File: config.mk
export PLATFORM = sky130hd
export DESIGN_NAME = message_printer_ctrl
export DESIGN_NICKNAME = d
export VERILOG_FILES = /design/src/rtl/message_printer_ctrl_pkg.sv /design/src/rtl/message_printer_ctrl_msg_req_slot.sv /design/src/rtl/message_printer_ctrl.sv
export SDC_FILE = /design/constraint.sdc
export NUM_CORES = 1
export LEC_CHECK = 0
export BUFFER_PORTS_ARGS = -buffer_cell sky130_fd_sc_hd__buf_2
export CORE_ASPECT_RATIO = 2
export CORE_MARGIN = 8
export CORE_UTILIZATION = 33
export CTS_BUF_LIST = sky130_fd_sc_hd__clkbuf_4
export CTS_CLUSTER_SIZE = 14
export DETAILED_ROUTE_END_ITERATION = 8
export PLACE_DENSITY = 0.63
export SLEW_MARGIN = 0
export SYNTH_ARGS = -nofsm -noshare
export SYNTH_HDL_FRONTEND = slang
export SYNTH_SLANG_ARGS = --single-unit
File: constraint.sdc
create_clock -name clk -period 4.1 [get_ports clk]
set_input_delay 0.82 -clock clk [delete_from_list [all_inputs] [get_ports clk]]
set_output_delay 0.82 -clock clk [all_outputs]
set_load 0.01 [all_outputs]
File: src/rtl/message_printer_ctrl_pkg.sv
// Shared constants, state encodings and request payload for the message printer.
package message_printer_ctrl_pkg;

   localparam int unsigned MSG_LEN  = 4;   // bytes per message
   localparam int unsigned NUM_MSGS = 3;   // valid message indices 0..NUM_MSGS-1
   localparam int unsigned ADDR_W   = 5;   // message ROM address width
   localparam int unsigned SEL_W    = 2;   // message index width
   localparam int unsigned DATA_W   = 8;   // byte width
   localparam int unsigned IDX_W    = 2;   // byte-within-message counter width
   localparam int unsigned STATE_W  = 3;

   // Sequencer state encodings
   localparam logic [STATE_W-1:0] ST_IDLE  = 3'd0;
   localparam logic [STATE_W-1:0] ST_FETCH = 3'd1;
   localparam logic [STATE_W-1:0] ST_LOAD  = 3'd2;
   localparam logic [STATE_W-1:0] ST_SEND  = 3'd3;
   localparam logic [STATE_W-1:0] ST_GAP   = 3'd4;

   // Message indices: " 0\n\r", " 1\n\r", " X\n\r"
   localparam logic [SEL_W-1:0] MSG_ZERO = 2'd0;
   localparam logic [SEL_W-1:0] MSG_ONE  = 2'd1;
   localparam logic [SEL_W-1:0] MSG_X    = 2'd2;

   typedef struct packed {
      logic [SEL_W-1:0] sel;
   } msg_req_t;

   // ROM base address of a message; max base+idx is 11, fits ADDR_W without wrap
   function automatic logic [ADDR_W-1:0] msg_base(input logic [SEL_W-1:0] sel);
      return ADDR_W'(sel) * ADDR_W'(MSG_LEN);
   endfunction

endpackage

File: src/rtl/message_printer_ctrl_msg_req_slot.sv
// msg_req_slot: one-entry request register with valid/ready handshake.
// Out-of-range indices are accepted but not stored, and flagged with a 1-cycle drop pulse.
// Ports: clk, rst (async active-high), valid_i/sel_i (request), ready_o (slot free),
//        pop_i (consumer takes entry), full_o/req_o (stored entry), drop_o (bad index).
module msg_req_slot
   import message_printer_ctrl_pkg::*;
(
   input  logic             clk,
   input  logic             rst,
   input  logic             valid_i,
   input  logic [SEL_W-1:0] sel_i,
   output logic             ready_o,
   input  logic             pop_i,
   output logic             full_o,
   output msg_req_t         req_o,
   output logic             drop_o
);

   logic     full_q, full_d;
   logic     ready_q, ready_d;
   logic     drop_q, drop_d;
   msg_req_t req_q, req_d;
   logic     accept_c;

   // Handshake only while empty, so a pop and a load never target the same entry
   always_comb begin
      full_d   = full_q;
      req_d    = req_q;
      drop_d   = 1'b0;
      accept_c = valid_i && ready_q;
      if (pop_i) begin
         full_d = 1'b0;
      end
      if (accept_c) begin
         if (sel_i < SEL_W'(NUM_MSGS)) begin
            full_d    = 1'b1;
            req_d.sel = sel_i;
         end else begin
            drop_d = 1'b1;
         end
      end
      ready_d = !full_d;
   end

   always_ff @(posedge clk or posedge rst) begin
      if (rst) begin
         full_q  <= 1'b0;
         ready_q <= 1'b1;
         drop_q  <= 1'b0;
         req_q   <= '0;
      end else begin
         full_q  <= full_d;
         ready_q <= ready_d;
         drop_q  <= drop_d;
         req_q   <= req_d;
      end
   end

   assign ready_o = ready_q;
   assign full_o  = full_q;
   assign req_o   = req_q;
   assign drop_o  = drop_q;

endmodule

File: src/rtl/message_printer_ctrl.sv
// message_printer_ctrl: walks a 4-byte message in the message ROM and hands each
// byte to the UART tx interface under the tx_busy handshake; one further request
// can be queued while a message prints.
// Ports: clk, rst (async active-high); msg_valid/msg_sel/msg_ready request handshake;
//        rom_addr/rom_data message ROM (1-clk latency); tx_data/new_tx_data/tx_busy
//        UART tx; busy (message in progress); drop (out-of-range request pulse).
module message_printer_ctrl
   import message_printer_ctrl_pkg::*;
(
   input  logic              clk,
   input  logic              rst,
   input  logic              msg_valid,
   input  logic [SEL_W-1:0]  msg_sel,
   output logic              msg_ready,
   output logic [ADDR_W-1:0] rom_addr,
   input  logic [DATA_W-1:0] rom_data,
   output logic [DATA_W-1:0] tx_data,
   output logic              new_tx_data,
   input  logic              tx_busy,
   output logic              busy,
   output logic              drop
);

   logic [STATE_W-1:0] state_q, state_d;
   logic [IDX_W-1:0]   idx_q, idx_d;
   logic [ADDR_W-1:0]  base_q, base_d;
   logic [ADDR_W-1:0]  rom_addr_q, rom_addr_d;
   logic [DATA_W-1:0]  tx_data_q, tx_data_d;
   logic               new_tx_q, new_tx_d;
   logic               busy_q, busy_d;
   logic               pop_c;
   logic               slot_full;
   msg_req_t           slot_req;

   msg_req_slot u_slot (
      .clk     (clk),
      .rst     (rst),
      .valid_i (msg_valid),
      .sel_i   (msg_sel),
      .ready_o (msg_ready),
      .pop_i   (pop_c),
      .full_o  (slot_full),
      .req_o   (slot_req),
      .drop_o  (drop)
   );

   // Next-state and registered-output logic
   always_comb begin
      state_d    = state_q;
      idx_d      = idx_q;
      base_d     = base_q;
      rom_addr_d = rom_addr_q;
      tx_data_d  = tx_data_q;
      new_tx_d   = 1'b0;
      pop_c      = 1'b0;
      case (state_q)
         ST_IDLE: begin
            if (slot_full) begin
               base_d  = msg_base(slot_req.sel);
               idx_d   = '0;
               pop_c   = 1'b1;
               state_d = ST_FETCH;
            end
         end
         ST_FETCH: begin
            rom_addr_d = base_q + ADDR_W'(idx_q);
            state_d    = ST_LOAD;
         end
         // ROM data appears one clock after the address register changes
         ST_LOAD: state_d = ST_SEND;
         ST_SEND: begin
            if (!tx_busy) begin
               tx_data_d = rom_data;
               new_tx_d  = 1'b1;
               state_d   = ST_GAP;
            end
         end
         // Guard cycle: the UART raises tx_busy one clock after the strobe
         ST_GAP: begin
            if (idx_q == IDX_W'(MSG_LEN - 1)) begin
               state_d = ST_IDLE;
            end else begin
               idx_d   = idx_q + IDX_W'(1);
               state_d = ST_FETCH;
            end
         end
         default: state_d = ST_IDLE;
      endcase
      busy_d = (state_d != ST_IDLE);
   end

   always_ff @(posedge clk or posedge rst) begin
      if (rst) begin
         state_q    <= ST_IDLE;
         idx_q      <= '0;
         base_q     <= '0;
         rom_addr_q <= '0;
         tx_data_q  <= '0;
         new_tx_q   <= 1'b0;
         busy_q     <= 1'b0;
      end else begin
         state_q    <= state_d;
         idx_q      <= idx_d;
         base_q     <= base_d;
         rom_addr_q <= rom_addr_d;
         tx_data_q  <= tx_data_d;
         new_tx_q   <= new_tx_d;
         busy_q     <= busy_d;
      end
   end

   assign rom_addr    = rom_addr_q;
   assign tx_data     = tx_data_q;
   assign new_tx_data = new_tx_q;
   assign busy        = busy_q;

endmodule

# Word-level counts from Yosys, hierarchy flattened
# Index checks and enable logic that the tools add are counted.
op_classes:
  n_eq_ne: 7
  order_cmp: 1
  bitwise: 1
  n_reduce_logical: 9
  addsub: 2
  mux: 16
op_table:
  columns: ["cell", "n"]
  rows:
  - ["one-hot mux 3 bit (5 select lines)", 1]
  - ["two-way mux 1 bit", 10]
  - ["equality test 3 x 2 -> 1 bit (second input constant)", 2]
  - ["two-way mux 3 bit", 2]
  - ["AND reduction 2 bit", 3]
  - ["adder 4 x 2 -> 5 bit", 1]
  - ["two-way mux 2 bit", 2]
  - ["one-hot mux 2 bit (2 select lines)", 1]
  - ["equality test 3 x 1 -> 1 bit (second input constant)", 1]
  - ["equality test 3 bit (second input constant)", 1]
  - ["zero test 3 bit", 1]
  - ["AND reduction 3 bit", 1]
  - ["nonzero test 3 bit", 1]
  - ["adder 2 x 1 -> 2 bit (second input constant)", 1]
  - ["equality test 2 bit (second input constant)", 1]
  - ["less-than comparator 2 bit (second input constant)", 1]
  - ["inequality test 2 x 1 -> 1 bit (second input constant)", 1]
  - ["inequality test 2 bit (second input constant)", 1]
  - ["nonzero test 2 bit", 1]
  - ["logical AND 1 bit", 1]
  - ["zero test 1 bit", 1]
  - ["inverter 1 bit", 1]
totals:
  register_bits: 27
  out_inout_bits: 17
  input_bits: 14
  elab_cells: 47

# Depth between registers and ports, before layout
# Gate-level depths: netlist (run 1).
logic_depth:
  ltp_word: 6
  depth_mapped: 4
  depth_no_buf: 4

# Modules after synthesis
# From an unflattened synthesis (run 1), not the netlist that was laid out.
hier_totals:
  hier_cells: 78
  hier_area_um2: 1078.5
by_module_without_submodules:
  columns: ["mod", "seq_area_each_um2", "instances", "cells_each", "area_per_inst_um2"]
  rows:
  - ["message_printer_ctrl", 525.5, 1, 61, 882.1]
  - ["msg_req_slot", 126.4, 1, 17, 196.4]

# Worst setup path before layout (run 1)
# No wires, ideal clock.
synth_path:
  path_kind: "in2reg"
  startpoint: "input port tx_busy"
  endpoint: "register tx_data_q[0] (netlist: tx_data[0])"
  n_path_buf: 1
  required_ns: 3.975
  setup_ns: 0.125
  stages: 4
  arrival_ns: 1.604
  path_slack_ns: 2.371
  cell_sequence: "and3b_1 > and2b_1 > buf_6 > mux2_2"
synth_via:
  elab_chain_len: 2
synth_rtl:
  columns: ["element", "line", "rtl"]
  rows:
  - ["start: declaration", "message_printer_ctrl.sv:19", "input logic tx_busy,"]
  - ["inverter 1 bit (no source line)", null, null]
  - ["AND reduction 2 bit (no source line)", null, null]
  - ["end signal: assignment", "message_printer_ctrl.sv:106", "tx_data_q <= tx_data_d;"]
  - ["end: declaration", "message_printer_ctrl.sv:28", "logic [DATA_W-1:0] tx_data_q, tx_data_d;"]
# No other way between the ends.
# A chain may end at the register's enable or synchronous reset.

# Worst setup path after layout (run 1)
layout_path:
  startpoint: "register u_slot.ready_q (netlist: u_slot.ready_o)"
  endpoint: "output port msg_ready"
layout_rtl:
  columns: ["element", "line", "rtl"]
  rows:
  - ["start: declaration", "message_printer_ctrl_msg_req_slot.sv:20", "logic ready_q, ready_d;"]
  - ["start signal: assignment", "message_printer_ctrl_msg_req_slot.sv:53", "ready_q <= ready_d;"]
  - ["end: declaration", "message_printer_ctrl.sv:14", "output logic msg_ready,"]
# No word-level cell between the ends.

==> run metrics, run 1 <==
CP max FO=3; Critical Path AT=1000 ps; largest net degree at the start of global routing=27; Synth area leader=dfrtp_1; Final GP Congestion=0.647; Initial Util=33.8%; Top delay family on crit path=flip-flops; CTS resizes=0; ranking of synthesized cells by area=dfrtp_1, mux2_2, dfstp_2; Yosys warnings=0; Post-Synth Simple-Gate Area=8.88%; Die Y=95.5 µm; Final Skew=3.98 ps; Top-Level Pins=31; post-synthesis sequential element count=26; Max Buffers Root-to-Sink=2; WP buf/inv=1; fillers=300; pwr/cell area=722 nW/µm²; Final Power=0.890 mW; Worst Hold Class=reg -> reg; vias per cell=4.92; post-synthesis sequential area ratio=62.5%; Post-DRT Antenna Nets=0; initial antenna violation count=0; pre-CTS setup slack=2070 ps; core area=3080 µm²; grt ovf=0; share of layout cells above drive strength 1=47.2%; Unique masters post-synth=23; post-CTS setup buffer count=0; routed vias=674; Clk pin slew, worst setup/hold paths=130 ps; GR Util All Layers=6.85%; grt peak-use layer=met2; vias in the first global route=673; multiplexer share of the synthesized area=16.2%; clock latency at the later pin of the worst-skew pair=310 ps; Worst EP required=3280 ps; max frequency=551 MHz; CP startpoint kind=register; GR Layer Usage met2=10.2%; post-route worst setup slack=2280 ps; initial DRC count=9; nets=122; Synth Instances=76; CTS hold repair buffers=0; crit end category=output port; clock tree from TritonCTS=done; Slew Limit Headroom=35.7%; Antenna diodes=0; Async SR Flop Fraction=100%; Syn Nets=91; max incr delay on CP=560 ps; ys flop type=dfrtp_1; DR pass1 iterations=2; Post-synth EDFFs=0; Worst Path Class, Setup=reg -> out; Mapped Avg Cell Area=13.7 µm²; post-DR wirelength/cell=13.2 µm; Tcrit/Tclk final=44.3%; CTS H-tree lvls=1; count leader, synth=dfrtp_1; die span in x=55.7 µm; CTS Buf Count=3; Die ar.=5320 µm²; worst-path cell chain=buf_2; Register Area=652 µm²; largest family of logic cells by synthesized area=multiplexers; share of the synthesized area in the top cell type=60.0%; clk sink count=26; Final Hold Fails=0; PortBufs=29; outcome=finished clean; Multi-input gate area=355 µm²; synth-to-layout area growth=18.2%; Post-route DRC=0; compound-cell area share of the yosys netlist=7.44%; first-pass GRT wire length=3040 µm; adder-cell share of the synthesized area=1.20%; Final HPWL DP=1360 µm; xor and xnor fraction of the mapped netlist area=0%; Crit-path slowest cell=dfstp_2; root cell of the clock tree=clkbuf_4; peak supply drop=0.304 mV; Pleak=0.612 nW; Max Cap Viol=0; Post-Syn Area=1040 µm²; max-slew violation count=0; total negative setup slack=0 ps; Routed WL=1810 µm; GR Util met3=2.00%; Final setup viols=0; M1 GR Usage=8.47%; # rows=29; Worst Tran Pin Value=963 ps; RSZ-0062 raised after global routing=false; Period minus WS final=1820 ps; synth cell count leaders=dfrtp_1, mux2_2, nor2_1
-- power breakdown --
group / switching, mW / total, mW / internal [mW]
registers: 0.0769 / 0.452 / 0.375
clock network: 0.0683 / 0.113 / 0.0445
logic: 0.145 / 0.325 / 0.180
total: 0.291 / 0.890 / 0.600
-- final cells by class --
cell class              count  share of cell area (%)
multi-input cells          44                    28.8
clock buffers               4                    2.44
flip-flops and latches     26                    52.9
inverters                   3                   0.914
well taps                  31                    3.15
repair buffers             29                    11.8
-- state kept, by name (all words and copies together), names as in the netlist --
name	flops
base_q	2
busy	1
idx_q	2
new_tx_data	1
rom_addr	4
state_q	3
tx_data	8
u_slot.drop_o	1
u_slot.full_o	1
u_slot.ready_o	1
u_slot.req_o	2
-- placed cells by master, fill, tap and decap left out --
| master | Yosys | layout |
|---|---|---|
| buf_2 | 1 | 29 |
| dfrtp_1 | 25 | 25 |
| mux2_2 | 15 | 15 |
| nor2_1 | 5 | 5 |
| clkbuf_4 | 0 | 4 |
| inv_1 | 3 | 3 |
| nand2_1 | 3 | 3 |
| nor3_1 | 3 | 3 |
| o21ai_0 | 3 | 3 |
| a22o_1 | 3 | 3 |
| o22a_1 | 2 | 2 |
| nor3b_2 | 1 | 1 |
| or3_1 | 1 | 1 |
| and3b_1 | 1 | 1 |
| and2b_1 | 1 | 1 |
| nor2b_1 | 1 | 1 |
| nand2b_1 | 1 | 1 |
| a2bb2oi_1 | 1 | 1 |
| a32o_1 | 1 | 1 |
| ha_1 | 1 | 1 |
| conb_1 | 1 | 1 |
| dfstp_2 | 1 | 1 |
-- final timing paths --
check | startpoint | to | slack, ps | cells after the start
max in group asynchronous | rst | tx_data[0]$_DFFE_PP0P_ | 2810 | 2
worst min register to register | u_slot.req_o[1]$_DFFE_PP0P_ | u_slot.req_o[1]$_DFFE_PP0P_ | 510 | 1
worst min-delay path | u_slot.req_o[1]$_DFFE_PP0P_ | u_slot.req_o[1]$_DFFE_PP0P_ | 510 | 1
worst max-delay path | u_slot.ready_o$_DFF_PP1_ | msg_ready | 2280 | 1
min in group asynchronous | rst | busy$_DFF_PP0_ | 710 | 2
worst max register to register | state_q[2]$_DFF_PP0_ | base_q[2]$_DFFE_PP0P_ | 2530 | 3
-- logic make-up (layout without fill, tap and decap cells) --
kind of cell    after synthesis  count (layout)
simple gates                 17              17
buf+inv                       6              36
compound gates               10              10
other cells                   1               1
flops                        26              26
mux                          15              15
fa+ha+maj                     1               1
-- routing by layer --
layer	part of all wire (%)	vias up
met5	0	-
met4	0.99	0
met3	5.2	2
met2	45	20
met1	48	328
li1	-	324
-- through the flow --
stage / utilization [%] / cell area (µm²) / hold WS [ps] / instances
after floorplan: - / 1040 / 454 / 76
after global placement: 39.0 / 1200 / 479 / 133
after detailed placement: 39.0 / 1200 / 479 / 133
after CTS: 40.0 / 1230 / 510 / 137
after global routing: 40.0 / 1230 / 525 / 137
final: 40.0 / 1230 / 509 / 137
Note: power is estimated with default switching activity, not from simulation.
==> inputs of run 2 (changes only) <==
--- a/config.mk
+++ b/config.mk
@@ -5,6 +5,7 @@
 export SDC_FILE = /design/constraint.sdc
 export NUM_CORES = 1
 export LEC_CHECK = 0
+export ABC_AREA = 1
 export BUFFER_PORTS_ARGS = -buffer_cell sky130_fd_sc_hd__buf_2
 export CORE_ASPECT_RATIO = 2
 export CORE_MARGIN = 8
@@ -12,7 +13,7 @@
 export CTS_BUF_LIST = sky130_fd_sc_hd__clkbuf_4
 export CTS_CLUSTER_SIZE = 14
 export DETAILED_ROUTE_END_ITERATION = 8
-export PLACE_DENSITY = 0.63
+export PLACE_DENSITY = 0.65
 export SLEW_MARGIN = 0
 export SYNTH_ARGS = -nofsm -noshare
 export SYNTH_HDL_FRONTEND = slang
==> constraint.sdc (replaced) <==
create_clock -name clk -period 1.5 [get_ports clk]
set_input_delay 0.3 -clock clk [delete_from_list [all_inputs] [get_ports clk]]
set_output_delay 0.3 -clock clk [all_outputs]
set_load 0.01 [all_outputs]
==> run 2 against run 1 <==
Effect of this change: cell count is 26% higher; critical path depth stayed put; total power grew to 2.6 times the previous value; register-to-register slack worse by 2100 ps; setup slack worse by 2100 ps; clock power grew to 2.5 times the previous value; utilization is 0.61 points higher.
==> run metrics, run 2 <==
Initial Util=33.8% (about the same); Crit-path slowest cell=dfstp_2 (unchanged); CTS H-tree lvls=1 (unchanged); max reg flops=8 (unchanged); DR pass1 iterations=4 (was 2); max incr delay on CP=560 ps (about the same); Top-Level Pins=31 (unchanged); WP buf/inv=1 (unchanged); routed vias=777 (was 674); CTS Buf Count=3 (unchanged); clk sink count=26 (unchanged); max-slew violation count=0 (unchanged); pwr/cell area=1880 nW/µm² (was 722 nW/µm²); Mapped Avg Cell Area=9.55 µm² (was 13.7 µm²); largest family of logic cells by synthesized area=simple AND/OR/NAND/NOR gates (was multiplexers); Pleak=0.716 nW (was 0.612 nW); placed insts=169 (was 133); clock latency at the later pin of the worst-skew pair=310 ps (about the same); clock tree from TritonCTS=done (unchanged); R2R cell count=5 (was 3); root cell of the clock tree=clkbuf_4 (unchanged); Clk pin slew, worst setup/hold paths=130 ps (about the same); Post-Syn Area=1040 µm² (about the same); post-synthesis sequential area ratio=62.6% (was 62.5%); r2r setup slk=390 ps (was 2530 ps); nets=158 (was 122); routed wl met2=854 µm (was 823 µm); Max Buffers Root-to-Sink=2 (unchanged); PortBufs=29 (unchanged); post-CTS setup buffer count=0 (unchanged); adder-cell share of the synthesized area=1.20% (about the same); total negative setup slack=0 ps (unchanged); peak supply drop=0.819 mV (was 0.304 mV); ranking of synthesized cells by area=dfrtp_1, nand2_1, inv_1 (was dfrtp_1, mux2_2, dfstp_2); CTS hold repair buffers=0 (unchanged); worst-path cell chain=buf_2 (unchanged); ys flop type=dfrtp_1 (unchanged); Syn Nets=124 (was 91); multiplexer share of the synthesized area=0% (was 16.2%); most common cell after layout, fill and taps aside=nand2_1 (was buf_2); initial antenna violation count=0 (unchanged); Die ar.=5320 µm² (about the same); crit end category=output port (unchanged); Unique masters post-synth=17 (was 23); Period minus WS final=1290 ps; Post-route DRC=0 (unchanged); synth-to-layout area growth=20.2% (was 18.2%); Die Y=95.4 µm (was 95.5 µm); Worst EP required=1200 ps (was 3280 ps); largest net degree at the start of global routing=27 (unchanged); Worst Hold Class=in -> async (was reg -> reg); core area=3080 µm² (unchanged); Final setup viols=0 (unchanged); max frequency=775 MHz; Top delay family on crit path=flip-flops (unchanged); CP max FO=3 (unchanged); outcome=finished clean (unchanged); Post-Synth Simple-Gate Area=24.9% (was 8.88%); top layer in use=met4 (unchanged); Final HPWL DP=1430 µm (was 1360 µm); Final Skew=7.50 ps (was 3.98 ps); Synth area leader=dfrtp_1 (unchanged); Synth Instances=109 (was 76); Yosys warnings=0 (unchanged); synth cell count leaders=nand2_1, dfrtp_1, inv_1 (was dfrtp_1, mux2_2, nor2_1); most frequent cells in the layout=nand2_1, buf_2, dfrtp_1, inv_1, o21ai_0 (was buf_2, dfrtp_1, mux2_2, nor2_1, clkbuf_4); vias per cell=4.49 (was 4.92); share of the synthesized area in the top cell type=60.1% (was 60.0%); r2r startpoint=idx_q[0]$_DFFE_PP0P_ (was state_q[2]$_DFF_PP0_); Tcrit/Tclk final=86.0%; compound-cell area share of the yosys netlist=4.33% (was 7.44%); post-DR wirelength/cell=10.6 µm (was 13.2 µm); count leader, synth=nand2_1 (was dfrtp_1); wire length on met3=143 µm (was 94 µm); Critical Path AT=990 ps (was 1000 ps); Final GP Congestion=0.658 (was 0.647); Post-synth EDFFs=0 (unchanged); xor and xnor fraction of the mapped netlist area=0% (unchanged); vias in the first global route=784 (was 673); share of layout cells above drive strength 1=29.6% (was 47.2%); terminus of the critical flop-to-flop path=idx_q[0]$_DFFE_PP0P_ (was base_q[2]$_DFFE_PP0P_); CTS resizes=0 (unchanged); Worst Path Class, Setup=reg -> out (unchanged); first-pass GRT wire length=3210 µm (was 3040 µm); final cell count without fillers=173 (was 137); die span in x=55.7 µm (about the same); Max Cap Viol=0 (unchanged); Final Hold Fails=0 (unchanged); CP startpoint kind=register (unchanged); Post-Route M1 WL=828 µm (was 876 µm); # rows=29 (unchanged); RSZ-0062 raised after global routing=false (unchanged); GR Util All Layers=7.15% (was 6.85%); initial DRC count=25 (was 9); Antenna diodes=0 (unchanged); Async SR Flop Fraction=100% (unchanged); grt ovf=0 (unchanged); Post-DRT Antenna Nets=0 (unchanged); post-synthesis sequential element count=26 (unchanged); Routed WL=1840 µm (was 1810 µm)
-- run 2: logic make-up after synthesis --
kind of cell	Yosys count
AO/OA/AOI/OAI	9
adder cells (fa/ha/maj)	1
buffers and inverters	16
flip-flops	26
other	1
AND/OR/NAND/NOR	56
-- run 2: how the worst max path moves through the flow --
stage	startpoint	cells after the start	to
floorplan	idx_q[0]$_DFFE_PP0P_	5	idx_q[0]$_DFFE_PP0P_
global placement	state_q[0]$_DFF_PP0_	6	tx_data[7]$_DFFE_PP0P_
detailed placement	idx_q[0]$_DFFE_PP0P_	5	idx_q[0]$_DFFE_PP0P_
CTS	u_slot.ready_o$_DFF_PP1_	1	msg_ready
global route	u_slot.ready_o$_DFF_PP1_	1	msg_ready
finish	u_slot.ready_o$_DFF_PP1_	1	msg_ready
-- run 2: per-stage QoR --
stage | utilization (%) | instance area [µm²] | worst slack [ps] | hold WS (ps) | power (mW)
final | 40.6 | 1250 | 210 | 4.30 | 2.35
after global routing | 40.6 | 1250 | 147 | 30.2 | 2.57
after CTS | 40.6 | 1250 | 178 | 8.41 | 2.41
after detailed placement | 39.7 | 1220 | 403 | 368 | 2.11
after global placement | 39.7 | 1220 | 442 | 365 | 2.09
after floorplan | - | 1040 | 485 | 339 | 1.78
-- run 2: where the power goes --
part           total, mW  leakage, nW  internal (mW)  switching (mW)
clock              0.284       0.0154         0.0971           0.186
combinational      0.876        0.377          0.347           0.530
sequential          1.19        0.323           1.01           0.180
-- run 2: final cells by class --
cell class                 count  area [µm²]
timing repair buffer          30         153
fill                         307        1830
inverter                      15        61.3
clock inverter                 1        3.75
tap                           31        38.8
sequential                    26         652
multi-input combinational     67         320
clock buffer                   3        22.5
-- run 2: per-layer routing --
layer,vias to the layer above,GRT usage [%]
li1,404,-
met1,346,8.09
met2,25,11.7
met3,2,2.80
met4,0,3.10
met5,-,0
==> inputs of run 3 (changes only) <==
--- a/config.mk
+++ b/config.mk
@@ -6,6 +6,7 @@
 export NUM_CORES = 1
 export LEC_CHECK = 0
 export ABC_AREA = 1
+export ABC_CLOCK_PERIOD_IN_PS = 1500
 export BUFFER_PORTS_ARGS = -buffer_cell sky130_fd_sc_hd__buf_2
 export CORE_ASPECT_RATIO = 2
 export CORE_MARGIN = 8
@@ -14,6 +15,7 @@
 export CTS_CLUSTER_SIZE = 14
 export DETAILED_ROUTE_END_ITERATION = 8
 export PLACE_DENSITY = 0.65
+export SETUP_SLACK_MARGIN = 0.3
 export SLEW_MARGIN = 0
 export SYNTH_ARGS = -nofsm -noshare
 export SYNTH_HDL_FRONTEND = slang
==> run 3 against run 2 <==
Effect of this change: via count up 1.8%; register-to-register slack about the same; routed wire length up 3.9%; sequential share of layout area down 1.6 points; largest power group unchanged; highest routed layer unchanged.
==> run metrics, run 3 (same netlist as run 2, synthesis figures left out) <==
initial DRC count=24 (was 25); Period minus WS final=1270 ps (was 1290 ps); largest net degree at the start of global routing=27 (unchanged); CTS Buf Count=3 (unchanged); fillers=307 (unchanged); # rows=29 (unchanged); max-slew violation count=0 (unchanged); core area=3080 µm² (unchanged); synth-to-layout area growth=24.0% (was 20.2%); Max Cap Viol=0 (unchanged); Tcrit/Tclk final=84.6% (was 86.0%); Seq pwr share=48.8% (was 50.6%); worst-path cell chain=buf_6 (was buf_2); crit end category=output port (unchanged); Int Pwr=1.53 mW (was 1.45 mW); Initial Util=33.8% (unchanged); initial antenna violation count=0 (unchanged); P_sw=0.921 mW (was 0.896 mW); Die ar.=5320 µm² (unchanged); grt ovf=0 (unchanged); max reg flops=8 (unchanged); Clk pin slew, worst setup/hold paths=130 ps (about the same); Final Skew=7.30 ps (was 7.50 ps); Worst EP required=1200 ps (about the same); pwr/cell area=1900 nW/µm² (was 1880 nW/µm²); clock latency at the later pin of the worst-skew pair=310 ps (about the same); Finished Core Util=41.9% (was 40.6%); most common cell after layout, fill and taps aside=nand2_1 (unchanged); CP startpoint=u_slot.ready_o$_DFF_PP1_ (unchanged); Post-route DRC=0 (unchanged); max incr delay on CP=570 ps (was 560 ps); Top-Level Pins=31 (unchanged); Final setup viols=0 (unchanged); Pleak=0.735 nW (was 0.716 nW); Final Hold Fails=0 (unchanged); total negative setup slack=0 ps (unchanged); nets=161 (was 158); WP buf/inv=1 (unchanged); clk sink count=26 (unchanged); outcome=finished clean (unchanged); Critical Path AT=970 ps (was 990 ps); first-pass GRT wire length=3210 µm (unchanged); Top delay family on crit path=flip-flops (unchanged); Crit path depth=1 (unchanged); CP startpoint kind=register (unchanged); Register Area=652 µm² (unchanged); Die Y=95.4 µm (unchanged); Max Buffers Root-to-Sink=2 (unchanged); Crit-path slowest cell=dfstp_2 (unchanged); CTS H-tree lvls=1 (unchanged); Worst Hold Class=in -> async (unchanged); R2R cell count=5 (unchanged); Final HPWL DP=1430 µm (unchanged); DR pass1 iterations=3 (was 4); CP max FO=2 (was 3); routed vias=791 (was 777); Routed WL=1910 µm (was 1840 µm); most frequent cells in the layout=nand2_1, buf_2, dfrtp_1, inv_1, o21ai_0 (unchanged); r2r startpoint=idx_q[0]$_DFFE_PP0P_ (unchanged); RSZ-0062 raised after global routing=true (was false); post-DR wirelength/cell=10.9 µm (was 10.6 µm); root cell of the clock tree=clkbuf_4 (unchanged); vias in the first global route=786 (was 784); share of layout cells above drive strength 1=31.7% (was 29.6%); PortBufs=29 (unchanged); post-route cell area=1290 µm² (was 1250 µm²); max frequency=788 MHz (was 775 MHz); Final GP Congestion=0.658 (unchanged); Logic pwr share=39.6% (was 37.3%); Antenna diodes=0 (unchanged); Multi-input gate area=325 µm² (was 320 µm²); dpl cell area=1220 µm² (unchanged); GR Util All Layers=7.15% (unchanged); Worst Path Class, Setup=reg -> out (unchanged); sw frac=37.6% (was 38.2%); peak supply drop=0.770 mV (was 0.819 mV); clock tree from TritonCTS=done (unchanged); Post-DRT Antenna Nets=0 (unchanged); die span in x=55.7 µm (unchanged); vias per cell=4.49 (about the same); Clock power frac=11.6% (was 12.1%)
-- run 3: changes by cell type in the layout (fill, tap and decap cells not counted), sizes merged --
cell / previous run / this run
buf: 30 / 33
-- run 3: power groups by stage --
stage / clock, mW / combinational (mW) / sequential, mW
2_1_floorplan: 0 / 0.506 / 1.28
3_3_place_gp: 0 / 0.892 / 1.19
3_5_place_dp: 0 / 0.906 / 1.21
4_1_cts: 0.308 / 0.947 / 1.19
5_1_grt: 0.333 / 1.10 / 1.23
6_report: 0.284 / 0.970 / 1.19
-- run 3: path summary, 6_finish.rpt --
| kind | to | slack [ps] |
|---|---|---|
| worst max-delay path | msg_ready | 230 |
| worst min-delay path | tx_data[4]$_DFFE_PP0P_ | 10 |
| worst max register to register | idx_q[0]$_DFFE_PP0P_ | 400 |
| worst min register to register | rom_addr[1]$_DFFE_PP0P_ | 490 |
| max in group asynchronous | u_slot.ready_o$_DFF_PP1_ | 1190 |
| min in group clk | tx_data[7]$_DFFE_PP0P_ | 170 |
-- run 3: layout make-up --
| cell class | count | area share [%] |
|---|---|---|
| tap | 31 | 3.00 |
| inverter | 15 | 4.75 |
| clock inverter | 1 | 0.291 |
| sequential | 26 | 50.5 |
| clock buffer | 3 | 1.74 |
| timing repair buffer | 33 | 14.5 |
| multi-input combinational | 67 | 25.2 |
-- run 3: metal layers --
metal,track usage [%],vias to the layer above,part of all wire (%)
li1,-,409,-
met1,8.09,355,44
met2,11.7,25,48
met3,2.80,2,7.5
met4,3.10,0,0.68
met5,0,-,0
-- run 3: what timing repair did --
item / in CTS / in global routing
setup buffers: 1 / 2
setup endpoints to repair: 1 / 6
resized for setup: 1 / 2
hold buffers: 0 / 0
-- run 3: stage by stage --
step	setup WS (ps)	power (mW)	hold slack, ps	instances
finish	231	2.45	14.1	176
global route	186	2.67	30.9	176
CTS	215	2.45	8.41	174
detailed placement	403	2.11	368	169
global placement	442	2.09	365	169
floorplan	485	1.78	339	109
